**src/rtl/stage_pkg.sv**
```systemverilog
// Shared types and phase numbering for the instruction stage sequencer.
// The phase constants name the default nine-phase instruction cycle.
package stage_pkg;

   typedef enum logic [1:0] {
      ST_INIT = 2'd0,
      ST_IDLE = 2'd1,
      ST_RUN  = 2'd2
   } state_e;

   localparam int PH_IF    = 0;
   localparam int PH_ID    = 1;
   localparam int PH_RF    = 2;
   localparam int PH_EX    = 3;
   localparam int PH_AG    = 4;
   localparam int PH_MEM   = 5;
   localparam int PH_ALIGN = 6;
   localparam int PH_WB    = 7;
   localparam int PH_WB_IF = 8;

   localparam int DEFAULT_NUM_PHASES = PH_WB_IF + 1;

endpackage

```
**src/rtl/stage_sequencer.sv**
```systemverilog
// Walks each instruction through NUM_PHASES one-hot phases with stall, flush
// and halt-at-boundary control, and counts retired instructions.
module stage_sequencer
   import stage_pkg::*;
#(
   parameter int                    NUM_PHASES  = DEFAULT_NUM_PHASES,
   parameter logic [NUM_PHASES-1:0] WAIT_MASK   = NUM_PHASES'(9'h021),
   parameter int                    INIT_CYCLES = 2,
   parameter int                    COUNT_W     = 32
) (
   input  logic                          clk,
   input  logic                          reset_n,
   input  logic                          run,
   input  logic                          halt_req,
   input  logic                          stall,
   input  logic                          flush,
   output logic [NUM_PHASES-1:0]         phase_act,
   output logic [NUM_PHASES-1:0]         phase_fire,
   output logic [$clog2(NUM_PHASES)-1:0] phase_idx,
   output logic                          stage_reset_n,
   output logic                          busy,
   output logic                          retire_pulse,
   output logic [COUNT_W-1:0]            retire_count
);

   localparam int IDX_W  = $clog2(NUM_PHASES);
   localparam int INIT_W = $clog2(INIT_CYCLES) + 1;

   localparam logic [IDX_W-1:0]  LAST_IDX  = IDX_W'(NUM_PHASES - 1);
   localparam logic [INIT_W-1:0] INIT_LAST = INIT_W'(INIT_CYCLES - 1);

   state_e                 state_q, state_d;
   logic [INIT_W-1:0]      init_cnt_q, init_cnt_d;
   logic [IDX_W-1:0]       phase_idx_q, phase_idx_d;
   logic                   halt_pending_q, halt_pending_d;
   logic [COUNT_W-1:0]     retire_count_q, retire_count_d;
   logic [NUM_PHASES-1:0]  phase_act_q, phase_act_d;
   logic                   busy_q, busy_d;
   logic                   stage_reset_n_q, stage_reset_n_d;

   logic hold;
   logic fire_en;
   logic last_phase;

   // Completion depends on this cycle's stall/flush, so fire and retire stay combinational.
   always_comb begin
      hold         = stall && WAIT_MASK[phase_idx_q];
      fire_en      = (state_q == ST_RUN) && !flush && !hold;
      last_phase   = (phase_idx_q == LAST_IDX);
      phase_fire   = fire_en ? (NUM_PHASES'(1) << phase_idx_q) : '0;
      retire_pulse = fire_en && last_phase;
   end

   // NOTE: every _d gets a default first so no path through the case infers a latch.
   always_comb begin
      state_d        = state_q;
      init_cnt_d     = '0;
      phase_idx_d    = phase_idx_q;
      retire_count_d = retire_count_q;
      halt_pending_d = halt_pending_q | halt_req;

      unique case (state_q)
         ST_INIT: begin
            if (init_cnt_q == INIT_LAST) begin
               state_d = ST_IDLE;
            end else begin
               init_cnt_d = init_cnt_q + INIT_W'(1);
            end
         end
         ST_IDLE: begin
            if (run && !halt_pending_q) begin
               state_d     = ST_RUN;
               phase_idx_d = '0;
            end
         end
         ST_RUN: begin
            if (flush) begin
               phase_idx_d = '0;
            end else if (!hold) begin
               if (last_phase) begin
                  phase_idx_d    = '0;
                  retire_count_d = retire_count_q + COUNT_W'(1);
                  if (halt_pending_q || !run) begin
                     state_d = ST_IDLE;
                  end
               end else begin
                  phase_idx_d = phase_idx_q + IDX_W'(1);
               end
            end
         end
         default: state_d = ST_INIT;
      endcase

      // Arriving in IDLE consumes the halt request, overriding a same-cycle set.
      if (state_d == ST_IDLE && state_q != ST_IDLE) begin
         halt_pending_d = 1'b0;
      end

      busy_d          = (state_d == ST_RUN);
      stage_reset_n_d = (state_d != ST_INIT);
      phase_act_d     = busy_d ? (NUM_PHASES'(1) << phase_idx_d) : '0;
   end

   // NOTE: sequential state uses non-blocking assignments so every register samples pre-edge values.
   always_ff @(posedge clk or negedge reset_n) begin
      if (!reset_n) begin
         state_q         <= ST_INIT;
         init_cnt_q      <= '0;
         phase_idx_q     <= '0;
         halt_pending_q  <= 1'b0;
         retire_count_q  <= '0;
         phase_act_q     <= '0;
         busy_q          <= 1'b0;
         stage_reset_n_q <= 1'b0;
      end else begin
         state_q         <= state_d;
         init_cnt_q      <= init_cnt_d;
         phase_idx_q     <= phase_idx_d;
         halt_pending_q  <= halt_pending_d;
         retire_count_q  <= retire_count_d;
         phase_act_q     <= phase_act_d;
         busy_q          <= busy_d;
         stage_reset_n_q <= stage_reset_n_d;
      end
   end

   assign phase_act     = phase_act_q;
   assign phase_idx     = phase_idx_q;
   assign stage_reset_n = stage_reset_n_q;
   assign busy          = busy_q;
   assign retire_count  = retire_count_q;

endmodule

```
**config.mk**
```make
export PLATFORM = sky130hd
export DESIGN_NAME = stage_sequencer
export DESIGN_NICKNAME = d
export VERILOG_FILES = /design/src/rtl/stage_pkg.sv /design/src/rtl/stage_sequencer.sv
export SDC_FILE = /design/constraint.sdc
export NUM_CORES = 1
export LEC_CHECK = 0
export ABC_AREA = 1
export CORE_MARGIN = 4
export CORE_UTILIZATION = 50
export CTS_CLUSTER_SIZE = 8
export DETAILED_ROUTE_END_ITERATION = 16
export PLACE_DENSITY_LB_ADDON = 0.12
export SYNTH_ARGS = -nofsm -noshare
export SYNTH_HDL_FRONTEND = slang
export SYNTH_SLANG_ARGS = --single-unit
```
**constraint.sdc**
```tcl
create_clock -name clk -period 2.8 [get_ports clk]
set_input_delay 0.7 -clock clk [delete_from_list [all_inputs] [get_ports clk]]
set_output_delay 0.7 -clock clk [all_outputs]
set_load 0.02 [all_outputs]
```
==> flow_summary_export.csv <==
group,metric,value,unit
run_status,status,"finished, final reports clean",
job,drv_cap,0,
timing,post-route-period-util,96.46,%
timing,min_period,2.701,ns
critical_path,cp.required,2.10,ns
layout,drive_gt1_share,9.959,%
logic_synthesis,ys_ff_latch,52,
clock_tree,clock_latency,0.31,ns
critical_path,crit_slowest_cell,"clkdlybuf4s50_1",
floorplanning,die_height,86.49,um
critical_path,crit_buf_inv,2,
timing,hold_ws,0.2926,ns
placement,gp_congestion,0.8827,
routing,ant_nets,0,
critical_path,crit_chain,"clkdlybuf4s50_1 -> nor2_4 -> nand2_1 -> nor4_1 -> dlygate4sd1_1",
layout,design_area,3953,um^2
logic_synthesis,yosysWarnings,0,
grt,grt_max_degree,21,
power_and_ir_drop,leakagePower,1.976,nW
layout,layout_commonest_cell,"nand2_1",
routing,dr.pass1.iters,4,
layout,area_growth,28.31,%
critical_path,cp-end-kind,"output port",
layout,most-common-layout-cells,"nand2_1 (133), nor2_1 (60), dfrtp_1 (52), clkdlybuf4s50_1 (51), inv_1 (50)",
logic_synthesis,synth_cell_types,29,
critical_path,critPathMaxStageDelay,0.46,ns
placement,dp.cells,559,
grt,grt_pass1_wl,12860,um
logic_synthesis,syn_nets,427,
floorplanning,fp.coreArea,5956,um^2
routing,wire_per_inst,12.68,um
clock_tree,hold_buffers,0,
clock_tree,post_cts_buffers,0,
logic_synthesis,synth-xor-area-share,5.402,%
critical_path,crit_type,"in2out",
timing,clock_skew,0.01264,ns
layout,nNetsFinal,508,
grt,grt_usage,21.26,%
timing,setup_violations,0,
critical_path,path_max_fanout,7,
logic_synthesis,synth_cells,410,
clock_tree,cts_tree,"done",
routing,num_vias,2763,
logic_synthesis,synth-compound-area-share,2.681,%
floorplanning,die_area,7481,um^2
clock_tree,cts_buffer_depth,2,
layout,utilization,66.37,%
logic_synthesis,postSynthAreaPerCell,7.513,um^2
grt,grt_pass1_vias,2869,
layout,fin_cells,567,
placement,io_buffers,62,
timing,report.final.slew_viol_count,0,
clock_tree,clock-sinks,52,
grt,grt_overflow,0,
timing,relSlewSlack,73.26,%
layout,antennaDiodeCount,0,
logic_synthesis,syn_area,3080,um^2
logic_synthesis,synth_top_family_by_area,"simple AND/OR/NAND/NOR gates",
logic_synthesis,muxShareOfSynthArea,0,%
placement,placed_area,3881,um^2
grt,antenna_found_initial,0,
critical_path,critical_path_arrival,2.00,ns
clock_tree,numCtsBuffers,5,
logic_synthesis,synthAdderAreaFrac,4.468,%
timing,max_freq,370.2,MHz
clock_tree,post_cts_resize_count,10,
floorplanning,io-pin-count,63,
timing,tightest_slew,0.3996,ns
routing,wl,7188,um
hold_path,min_path_type,"in2async",
power_and_ir_drop,ir_drop,0.0004125,V
floorplanning,rows,28,
timing,rsz0062_at_grt,"false",
clock_tree,ctsHtreeMaxLevel,2,
timing,hold_viol_final,0,
routing,viasPerCell,4.873,
clock_tree,cts_root_buf,"clkbuf_8",
floorplanning,die_w,86.49,um
clock_tree,clk_pin_slew,0.10,ns
routing,drc,0,
logic_synthesis,synth_seq_area_share,42.24,%
logic_synthesis,synth-simple-area-share,37.94,%
critical_path,cp-start-kind,"input pin",
critical_path,path_delay_family,"buffers and inverters",
routing,drt_iter0_markers,152,
floorplanning,start_util,51.72,%
placement,dp_hpwl,5746,um
power_and_ir_drop,power.density,433.3,nW/um^2
==> cell usage after synthesis, drive strengths merged <==
cell type	number	area [um^2]
buf	3	21.27
nand4	7	43.79
nand3b	7	52.55
xor2	16	140.1
ha	11	137.6
xnor2	3	26.28
a21oi	5	28.78
nor3	10	60.06
o21ai	10	53.80
nor2	67	299.0
nand3	24	142.6
inv	54	202.7
dfrtp	52	1301
nor3b	1	7.510
nand2	138	535.5
nor4	2	27.53
==> per-stage QoR <==
stage,total power [mW],worst slack (ns),TNS (ns)
4_1_cts,1.733,0.04261,0
3_5_place_dp,1.301,-0.2343,-1.267
6_report,1.713,0.09909,0
3_3_place_gp,1.289,-0.1934,-1.241
2_1_floorplan,1.144,0.1096,0
5_1_grt,1.825,0.005665,0
==> cell families after synthesis <==
logic type	after synthesis
XOR/XNOR	19
adder cells (fa/ha/maj)	11
AO/OA/AOI/OAI	15
AND/OR/NAND/NOR	256
buffers and inverters	57
flip-flops	52
==> path summary, 6_finish.rpt <==
check	startpoint	endpoint	slack, ns	cells past startpoint
max	flush	phase_fire[6]	0.1	5
min in group clk	init_cnt_q[0]	init_cnt_q[0]	0.46	1
max reg2reg	state_q[0]	retire_count[28]	0.80	11
max in group asynchronous	reset_n	phase_idx[1]	1.91	2
min	reset_n	retire_count[18]	0.29	1
min reg2reg	init_cnt_q[0]	init_cnt_q[0]	0.46	1
==> registers in the layout, summed over array words and instances, names as in the netlist <==
register	count
retire_count	32
phase_act	9
phase_idx	4
init_cnt_q	2
state_q	2
busy	1
halt_pending_q	1
stage_reset_n	1
==> routing by layer <==
metal,track usage (%),wire length [um],share of wire [%]
met2,37.48,3645,51
met3,3.802,295,4.1
met5,0,0,0
met1,26.37,3106,43
met4,6.657,140,1.9
==> power by group <==
group / leakage (nW) / internal [mW] / switching (mW)
Clock: 0.0479 / 0.175 / 0.257
Sequential: 0.680 / 0.800 / 0.0295
Combinational: 1.25 / 0.163 / 0.287
Total: 1.98 / 1.14 / 0.574
==> layout make-up <==
type | count | area (um^2)
well taps | 75 | 93.84
clock inverters | 3 | 18.77
repair buffers | 77 | 711.9
fillers | 542 | 2003
flip-flops and latches | 52 | 1301
inverters | 54 | 202.7
multi-input cells | 301 | 1555
clock buffers | 5 | 68.82
No activity file was read; power rests on OpenSTA's default activity.
